<file path="src/rtl/keypad_scanner_n.sv">
// Matrix keypad scanner: one-hot row strobes, tick-rate column sampling, press/release
// debounce and a valid/ack keycode handshake with overrun and multi-key flags.
module keypad_scanner_n #(
    parameter int unsigned ROWS     = 4,
    parameter int unsigned COLS     = 3,
    parameter int unsigned KEY_W    = 4,
    parameter int unsigned TICK_DIV = 50000,
    parameter int unsigned DEBOUNCE = 4
) (
    input  logic             fin,
    input  logic             reset,
    input  logic             enable,
    input  logic [COLS-1:0]  colum,
    input  logic             key_ack,
    output logic [ROWS-1:0]  scan,
    output logic [KEY_W-1:0] keycode,
    output logic             key_valid,
    output logic             key_held,
    output logic             multi,
    output logic             overrun
);

    localparam int unsigned PW = $clog2(TICK_DIV);
    localparam int unsigned RW = (ROWS > 1) ? $clog2(ROWS) : 1;
    localparam int unsigned CW = (COLS > 1) ? $clog2(COLS) : 1;
    localparam int unsigned DW = $clog2(DEBOUNCE + 1);

    typedef enum logic [1:0] {StScan, StDebounce, StHeld} state_e;

    state_e           state_q, state_d;
    logic [COLS-1:0]  col_meta_q, col_sync_q;
    logic [PW-1:0]    pre_q;
    logic [RW-1:0]    row_q, row_d, row_next;
    logic [CW-1:0]    col_q, col_d, col_idx, pub_col;
    logic [DW-1:0]    deb_q, deb_d, rel_q, rel_d;
    logic             multi_q, multi_d;
    logic [KEY_W-1:0] keycode_q, keycode_d;
    logic             valid_q, valid_d;
    logic             overrun_q, overrun_d;
    logic             tick, publish;
    logic [COLS-1:0]  cap_mask;
    int unsigned      n_set;
    int unsigned      code;

    assign tick     = enable && (pre_q == PW'(TICK_DIV - 1));
    assign row_next = (row_q == RW'(ROWS - 1)) ? '0 : row_q + RW'(1);
    assign cap_mask = COLS'(1) << col_q;
    assign code     = 32'(pub_col) * ROWS + 32'(row_q);

    // Count active columns; col_idx is only meaningful when exactly one is set.
    always_comb begin
        n_set   = 0;
        col_idx = '0;
        for (int i = 0; i < int'(COLS); i++) begin
            if (col_sync_q[i]) begin
                n_set   = n_set + 1;
                col_idx = CW'(i);
            end
        end
    end

    always_comb begin
        state_d = state_q;
        row_d   = row_q;
        col_d   = col_q;
        deb_d   = deb_q;
        rel_d   = rel_q;
        multi_d = multi_q;
        publish = 1'b0;
        pub_col = col_q;
        if (tick) begin
            unique case (state_q)
                StScan: begin
                    if (n_set == 0) begin
                        multi_d = 1'b0;
                        row_d   = row_next;
                    end else if (n_set == 1) begin
                        col_d   = col_idx;
                        pub_col = col_idx;
                        multi_d = 1'b0;
                        deb_d   = DW'(1);
                        if (DEBOUNCE == 1) begin
                            publish = 1'b1;
                            rel_d   = '0;
                            state_d = StHeld;
                        end else begin
                            state_d = StDebounce;
                        end
                    end else begin
                        multi_d = 1'b1;
                    end
                end
                StDebounce: begin
                    if (col_sync_q == cap_mask) begin
                        deb_d = deb_q + DW'(1);
                        if (deb_q == DW'(DEBOUNCE - 1)) begin
                            publish = 1'b1;
                            rel_d   = '0;
                            state_d = StHeld;
                        end
                    end else begin
                        state_d = StScan;
                    end
                end
                StHeld: begin
                    if (n_set == 0) begin
                        if (rel_q == DW'(DEBOUNCE - 1)) begin
                            rel_d   = '0;
                            row_d   = row_next;
                            state_d = StScan;
                        end else begin
                            rel_d = rel_q + DW'(1);
                        end
                    end else begin
                        rel_d = '0;
                    end
                end
                default: state_d = StScan;
            endcase
        end
    end

    // Publish takes priority over a coincident ack; only an unacked overwrite is an overrun.
    always_comb begin
        keycode_d = keycode_q;
        valid_d   = valid_q;
        overrun_d = overrun_q;
        if (key_ack) begin
            valid_d   = 1'b0;
            overrun_d = 1'b0;
        end
        if (publish) begin
            keycode_d = KEY_W'(code);
            valid_d   = 1'b1;
            if (valid_q && !key_ack) overrun_d = 1'b1;
        end
    end

    always_ff @(posedge fin) begin
        if (reset) begin
            col_meta_q <= '0;
            col_sync_q <= '0;
            pre_q      <= '0;
            state_q    <= StScan;
            row_q      <= '0;
            col_q      <= '0;
            deb_q      <= '0;
            rel_q      <= '0;
            multi_q    <= 1'b0;
            keycode_q  <= '0;
            valid_q    <= 1'b0;
            overrun_q  <= 1'b0;
        end else begin
            col_meta_q <= colum;
            col_sync_q <= col_meta_q;
            if (enable) pre_q <= tick ? '0 : pre_q + PW'(1);
            state_q    <= state_d;
            row_q      <= row_d;
            col_q      <= col_d;
            deb_q      <= deb_d;
            rel_q      <= rel_d;
            multi_q    <= multi_d;
            keycode_q  <= keycode_d;
            valid_q    <= valid_d;
            overrun_q  <= overrun_d;
        end
    end

    assign scan      = ROWS'(1) << row_q;
    assign keycode   = keycode_q;
    assign key_valid = valid_q;
    assign key_held  = (state_q == StHeld);
    assign multi     = multi_q;
    assign overrun   = overrun_q;

endmodule

</file>
<file path="config.mk">
export PLATFORM = sky130hd
export DESIGN_NAME = keypad_scanner_n
export DESIGN_NICKNAME = d
export VERILOG_FILES = /design/src/rtl/keypad_scanner_n.sv
export SDC_FILE = /design/constraint.sdc
export NUM_CORES = 1
export LEC_CHECK = 0
export BUFFER_PORTS_ARGS = -buffer_cell sky130_fd_sc_hd__buf_2
export CAP_MARGIN = 5
export CORE_MARGIN = 3
export CORE_UTILIZATION = 55
export DETAILED_ROUTE_END_ITERATION = 8
export GPL_TIMING_DRIVEN = 1
export PLACE_DENSITY = 0.75
export SETUP_SLACK_MARGIN = 0.3
export SYNTH_ARGS = -nofsm -noshare
export SYNTH_HDL_FRONTEND = slang
export SYNTH_SLANG_ARGS = --single-unit
export TNS_END_PERCENT = 1
</file>
<file path="constraint.sdc">
create_clock -name fin -period 4.4 [get_ports fin]
set_clock_uncertainty 0.2 [all_clocks]
set_input_delay 0.88 -clock fin [delete_from_list [all_inputs] [get_ports fin]]
set_output_delay 0.88 -clock fin [all_outputs]
set_load 0.005 [all_outputs]
</file>
==> metrics.csv, run 1 <==
metric,value,unit
Gate Count Post-Synth,209,
final core occ,66.3,%
synthesis-to-finish area growth,11.1,%
Hold Path Stages,1,
gr ovfl total,0,
Clock transition at path regs,110,ps
diode count,0,
I/O Buffers,18,
Max Cap Viol,0,
htree depth,2,
"Avg Cell Area, Syn",9.08,sq um
WS Path Type,flip-flop to flip-flop,
Buf/Inv on CP,0,
pre-CTS setup slack,1120,ps
Skew-Pair Late Insertion Delay,330,ps
initial antenna violation count,0,
unrepaired setup endpoints after global routing,no,
Crit Path Max Fanout,11,
CTS root buf,clkbuf_4,
CP endpoint kind,flip-flop,
initial DRC count,59,
placed wire-length estimate,2.61,mm
Initial DRT Pass Iterations,4,
Cell variety after synth,43,
antenna-violating nets left,0,
CP Cell Sequence,or4_1 > or4_1 > or4_4 > or3_1 > a21oi_1,
Max Slew Vio Count,0,
crit start category,flip-flop,
area of the mapped netlist,1900,sq um
Fin. Hold Viols,0,
cell leakage power,0.851,nW
Setup Viol. Count Final,0,
"Slowest-stage cell, CP",or4_1,
CTS tree,yes,
worst hold path type,flip-flop to flip-flop,
Synth top area share,43.2,%
Vias/cell,5.28,
Num Clock Sinks,41,
Die Width,64.7,microns
slowest cell delay on critical path,720,ps
global-route wire length before repair,6.44,mm
IO Pins,19,
Levels on crit path,5,
fillcell total,276,
"Async S/R FF share, synth",0,%
postcts setup bufs,0,
vias in the first global route,1457,
largest net degree at the start of global routing,26,
main flop type after synthesis,dfxtp_1,
post-cts hold buffer count,0,
"EDFF count, synth",0,
post-DR wirelength/cell,12.7,microns
Cell Rows,20,
cell repeated most along the worst path,or4_1,
pwr/cell area,308,nW/um^2
cell taking the most area after synthesis,dfxtp_1,
Yosys warning count,0,
post-route setup slack,1450,ps
# DRC,0,
PostCTS Resize Cnt,0,
most frequent cells after synthesis,"41 x dfxtp_1, 33 x nor2_1, 15 x inv_1",
Core Region,3180,sq um
Clock Path Buffers,2,
slew margin rel.,69.2,%
Final Net Count,247,
CTS Buf Count,5,
gr usage total,19.4,%
Tmin final,2950,ps
status,completed,
Post-Syn Nets,227,
crit path DAT,3020,ps
Pwr Total,0.649,mW
Post-Route WL,3.47,mm
Die Footprint,4190,sq um
M1 GR Usage,25.4,%
Placer Congestion,0.806,
vias,1448,
R2R depth,5,
GR Layer Usage met2,31.4,%
setup_tns,0,ps
Peak Freq,339,MHz
most common cell in the netlist,dfxtp_1,
Worst EP required,4470,ps
#FFs+latches synth,41,
layout cell share with drive strength beyond 1,12.6,%
initial core utilization,59.7,%
Die Ht,64.7,microns
ranking of synthesized cells by area,"dfxtp_1 43%, ha_1 6.6%, nor2_1 6.5%",
final worst-path cycle share,67.1,%
Most Crowded Layer GR,met2,
CP top delay family,simple AND/OR/NAND/NOR gates,
"Seq/Total Area, Yosys",43.2,%
slew at the pin closest to its max-slew limit,458,ps
M3 GR Usage,4.68,%
Max rail drop VDD,0.187,mV
-- registers in the layout (all words and copies together), names as in the netlist --
name and flops:
overrun 1, deb_q 3, rel_q 3, col_meta_q 3, key_valid 1, col_q 2, row_q 2, col_sync_q 3
multi 1, pre_q 16, state_q 2, keycode 4
-- cell type report --
cell class | count | area [sq um] | area share [%]
clock inverters | 1 | 30.0 | 1.42
flip-flops and latches | 41 | 821 | 38.9
well taps | 44 | 55.1 | 2.61
clock buffers | 7 | 55.1 | 2.61
repair buffers | 19 | 97.6 | 4.63
inverters | 15 | 56.3 | 2.67
multi-input cells | 147 | 993 | 47.1
-- per-stage QoR --
stage | hold WS, ps | cell area [sq um] | std cells
3_3_place_gp | 224 | 2020 | 266
3_5_place_dp | 229 | 2020 | 266
2_1_floorplan | 214 | 1900 | 209
6_report | 249 | 2110 | 274
4_1_cts | 252 | 2110 | 274
5_1_grt | 272 | 2110 | 274
-- kinds of logic after synthesis --
kind of cell / Yosys count / share of synthesized area (%)
AO/OA/AOI/OAI: 23 / 9.10
XOR/XNOR: 14 / 6.46
adder cells (fa/ha/maj): 11 / 7.65
buffers and inverters: 21 / 4.42
flip-flops: 41 / 43.2
multiplexers: 7 / 3.69
AND/OR/NAND/NOR: 92 / 25.4
-- cells in the final DEF (no fill, tap or decap), types with 2 or more instances in the layout --
master	netlist	layout
a211oi_1	3	3
a21oi_1	6	6
and2_1	3	3
and3_1	2	2
buf_2	1	18
clkbuf_4	0	5
dfxtp_1	41	41
ha_1	10	10
inv_1	15	15
mux2i_1	7	7
nand2_1	12	12
nand2b_1	3	3
nand3_1	3	3
nand4_1	5	5
nor2_1	33	33
nor2b_1	12	12
nor3_1	4	4
nor4bb_1	2	2
o211ai_1	2	2
o21ai_0	2	2
o32ai_1	2	2
or3_1	3	3
or4_1	2	2
xnor2_1	4	4
xor2_1	10	10
-- path summary, 6_finish.rpt --
check,from,endpoint,slack (ps)
min reg2reg,col_meta_q[1]$_SDFF_PP0_,col_sync_q[1]$_SDFF_PP0_,250
max,pre_q[10]$_SDFFE_PP0P_,row_q[0]$_SDFFE_PP0P_,1450
max reg2reg,pre_q[10]$_SDFFE_PP0P_,row_q[0]$_SDFFE_PP0P_,1450
min,col_meta_q[1]$_SDFF_PP0_,col_sync_q[1]$_SDFF_PP0_,250
-- per-layer routing --
metal / vias up / wire, microns
met4: 0 / 36
met1: 660 / 1730
met2: 33 / 1540
met5: - / 0
met3: 5 / 169
li1: 750 / -
-- power breakdown --
part	switching, mW	leakage, nW	total [mW]	internal (mW)
registers	0.00326	0.332	0.378	0.375
clock network	0.111	0.0455	0.247	0.136
logic	0.0143	0.474	0.0234	0.00917
(Power assumes the default switching activity.)
==> inputs of run 2 (changes only) <==
==> constraint.sdc (replaced) <==
create_clock -name fin -period 2.9 [get_ports fin]
set_clock_uncertainty 0.2 [all_clocks]
set_input_delay 0.58 -clock fin [delete_from_list [all_inputs] [get_ports fin]]
set_output_delay 0.58 -clock fin [all_outputs]
set_load 0.005 [all_outputs]
==> run 2 against run 1 <==
Against the previous run: non-clock buffer count rose by 5; critical path depth rose by 2; final area rose by 4.2%; worst hold slack got worse by 47 ps; critical endpoint is now keycode[1]$_SDFFE_PP0P_; largest cell class unchanged; largest power group unchanged.
==> metrics.csv, run 2 (same netlist as run 1, synthesis figures left out) <==
metric,value,unit
Crit Path Max Fanout,8,
Fin. Hold Viols,0,
crit path DAT,2680,ps
Peak Freq,379,MHz
cell repeated most along the worst path,buf_4,
Die Footprint,4190,sq um
# DRC,0,
crit start category,flip-flop,
CP Cell Sequence,or4bb_1 > or4_4 > buf_4 > a2111oi_4 > buf_4 > mux2i_1 > nor2_1,
Register Area,828,sq um
post-DR wirelength/cell,13.0,microns
R2R depth,7,
layout cell share with drive strength beyond 1,17.4,%
antenna-violating nets left,0,
vias,1534,
Worst EP required,2940,ps
"commonest non-fill, non-tap cells in the layout","37 x dfxtp_1, 33 x nor2_1, 18 x buf_2",
Buf/Inv on CP,2,
Max Slew Vio Count,0,
M1 GR Usage,26.1,%
CTS Buf Count,5,
pwr/cell area,484,nW/um^2
Final Net Count,252,
vias in the first global route,1490,
Placer Congestion,0.789,
unrepaired setup endpoints after global routing,yes,
CP endpoint kind,flip-flop,
gr usage total,19.3,%
Max rail drop VDD,0.280,mV
IO Pins,19,
diode count,0,
slowest cell delay on critical path,540,ps
Cell Rows,20,
reg2reg end,keycode[1]$_SDFFE_PP0P_,
initial DRC count,83,
worst hold path type,input pin to flip-flop,
slew at the pin closest to its max-slew limit,543,ps
setup_tns,0,ps
Die Ht,64.7,microns
Post-Route WL,3.62,mm
Skew-Pair Late Insertion Delay,350,ps
Setup Viol. Count Final,0,
placed wire-length estimate,2.55,mm
CTS root buf,clkbuf_4,
Vias/cell,5.50,
initial core utilization,59.7,%
fillcell total,260,
Clock transition at path regs,120,ps
cell leakage power,0.888,nW
Num Clock Sinks,41,
Tmin final,2640,ps
crit path launch,pre_q[4]$_SDFFE_PP0P_,
final worst-path cycle share,90.9,%
post-route setup slack,264,ps
max FFs per register,16,
status,completed,
final core occ,69.1,%
Max Cap Viol,0,
global-route wire length before repair,6.53,mm
M3 GR Usage,4.33,%
I/O Buffers,18,
pre-CTS setup slack,115,ps
"Most flops, register",pre_q,
gr ovfl total,0,
CP top delay family,simple AND/OR/NAND/NOR gates,
Clock Path Buffers,2,
Initial DRT Pass Iterations,4,
Core Region,3180,sq um
htree depth,2,
"Slowest-stage cell, CP",or4_4,
Hold Crit Endpoint,overrun$_SDFF_PP0_,
CTS tree,yes,
launch point of the worst reg-to-reg path,pre_q[4]$_SDFFE_PP0P_,
initial antenna violation count,0,
area occupied by multi-input gates,1010,sq um
Most Crowded Layer GR,met2,
hold_sp,key_ack,
post-cts hold buffer count,0,
GR Layer Usage met2,30.4,%
hold_ws,201,ps
flop2flop setup slack,260,ps
WS Path Type,flip-flop to flip-flop,
synthesis-to-finish area growth,15.7,%
"commonest non-fill, non-tap cell in the layout",dfxtp_1,
largest net degree at the start of global routing,26,
Hold Path Stages,2,
Die Width,64.7,microns
slew margin rel.,63.4,%
-- run 2: timing repair --
action / in CTS / in global routing
setup buffers: 2 / 0
endpoints found under the setup margin: 17 / 16
gates resized for setup: 8 / 0
cloned: 1 / 0
pin swaps: 4 / 0
-- run 2: per-layer routing --
metal  wire length [microns]  vias to the layer above
li1                        -                      764
met1                    1720                      713
met2                    1600                       48
met3                     231                        9
met4                      65                        0
met5                       0                        -
-- run 2: how the worst max path moves through the flow --
stage	end	slack (ps)	cells past startpoint
floorplan	keycode[3]$_SDFFE_PP0P_	360	6
global placement	keycode[3]$_SDFFE_PP0P_	220	7
detailed placement	keycode[1]$_SDFFE_PP0P_	110	7
CTS	keycode[1]$_SDFFE_PP0P_	260	7
global route	keycode[0]$_SDFFE_PP0P_	180	7
finish	keycode[1]$_SDFFE_PP0P_	260	7
-- run 2: cell type report --
cell class,count,area share [%]
flip-flops and latches,41,37.7
well taps,44,2.51
repair buffers,24,6.32
clock buffers,5,1.71
clock inverters,3,2.96
inverters,15,2.56
multi-input cells,147,46.2
-- run 2: worst register-to-register path: cells and delay by family (launching register included) --
kind            cells  cell delay, ps
compound gates      1             270
mux                 1             200
buf+inv             2             410
simple gates        3            1090
flops               1             360
-- run 2: through the flow --
| stage | instance area [sq um] | total power [mW] | cells |
|---|---|---|---|
| finish | 2200 | 1.06 | 279 |
| global route | 2200 | 1.10 | 279 |
| CTS | 2200 | 1.07 | 279 |
| detailed placement | 2040 | 0.622 | 268 |
| global placement | 2040 | 0.621 | 268 |
| floorplan | 1900 | 0.611 | 209 |
-- run 2: where the power goes --
part	switching, mW	leakage [nW]	internal [mW]	total (mW)
Combinational	0.0221	0.499	0.0139	0.0360
Sequential	0.00511	0.334	0.568	0.573
Clock	0.187	0.0552	0.267	0.454
Total	0.215	0.888	0.849	1.06
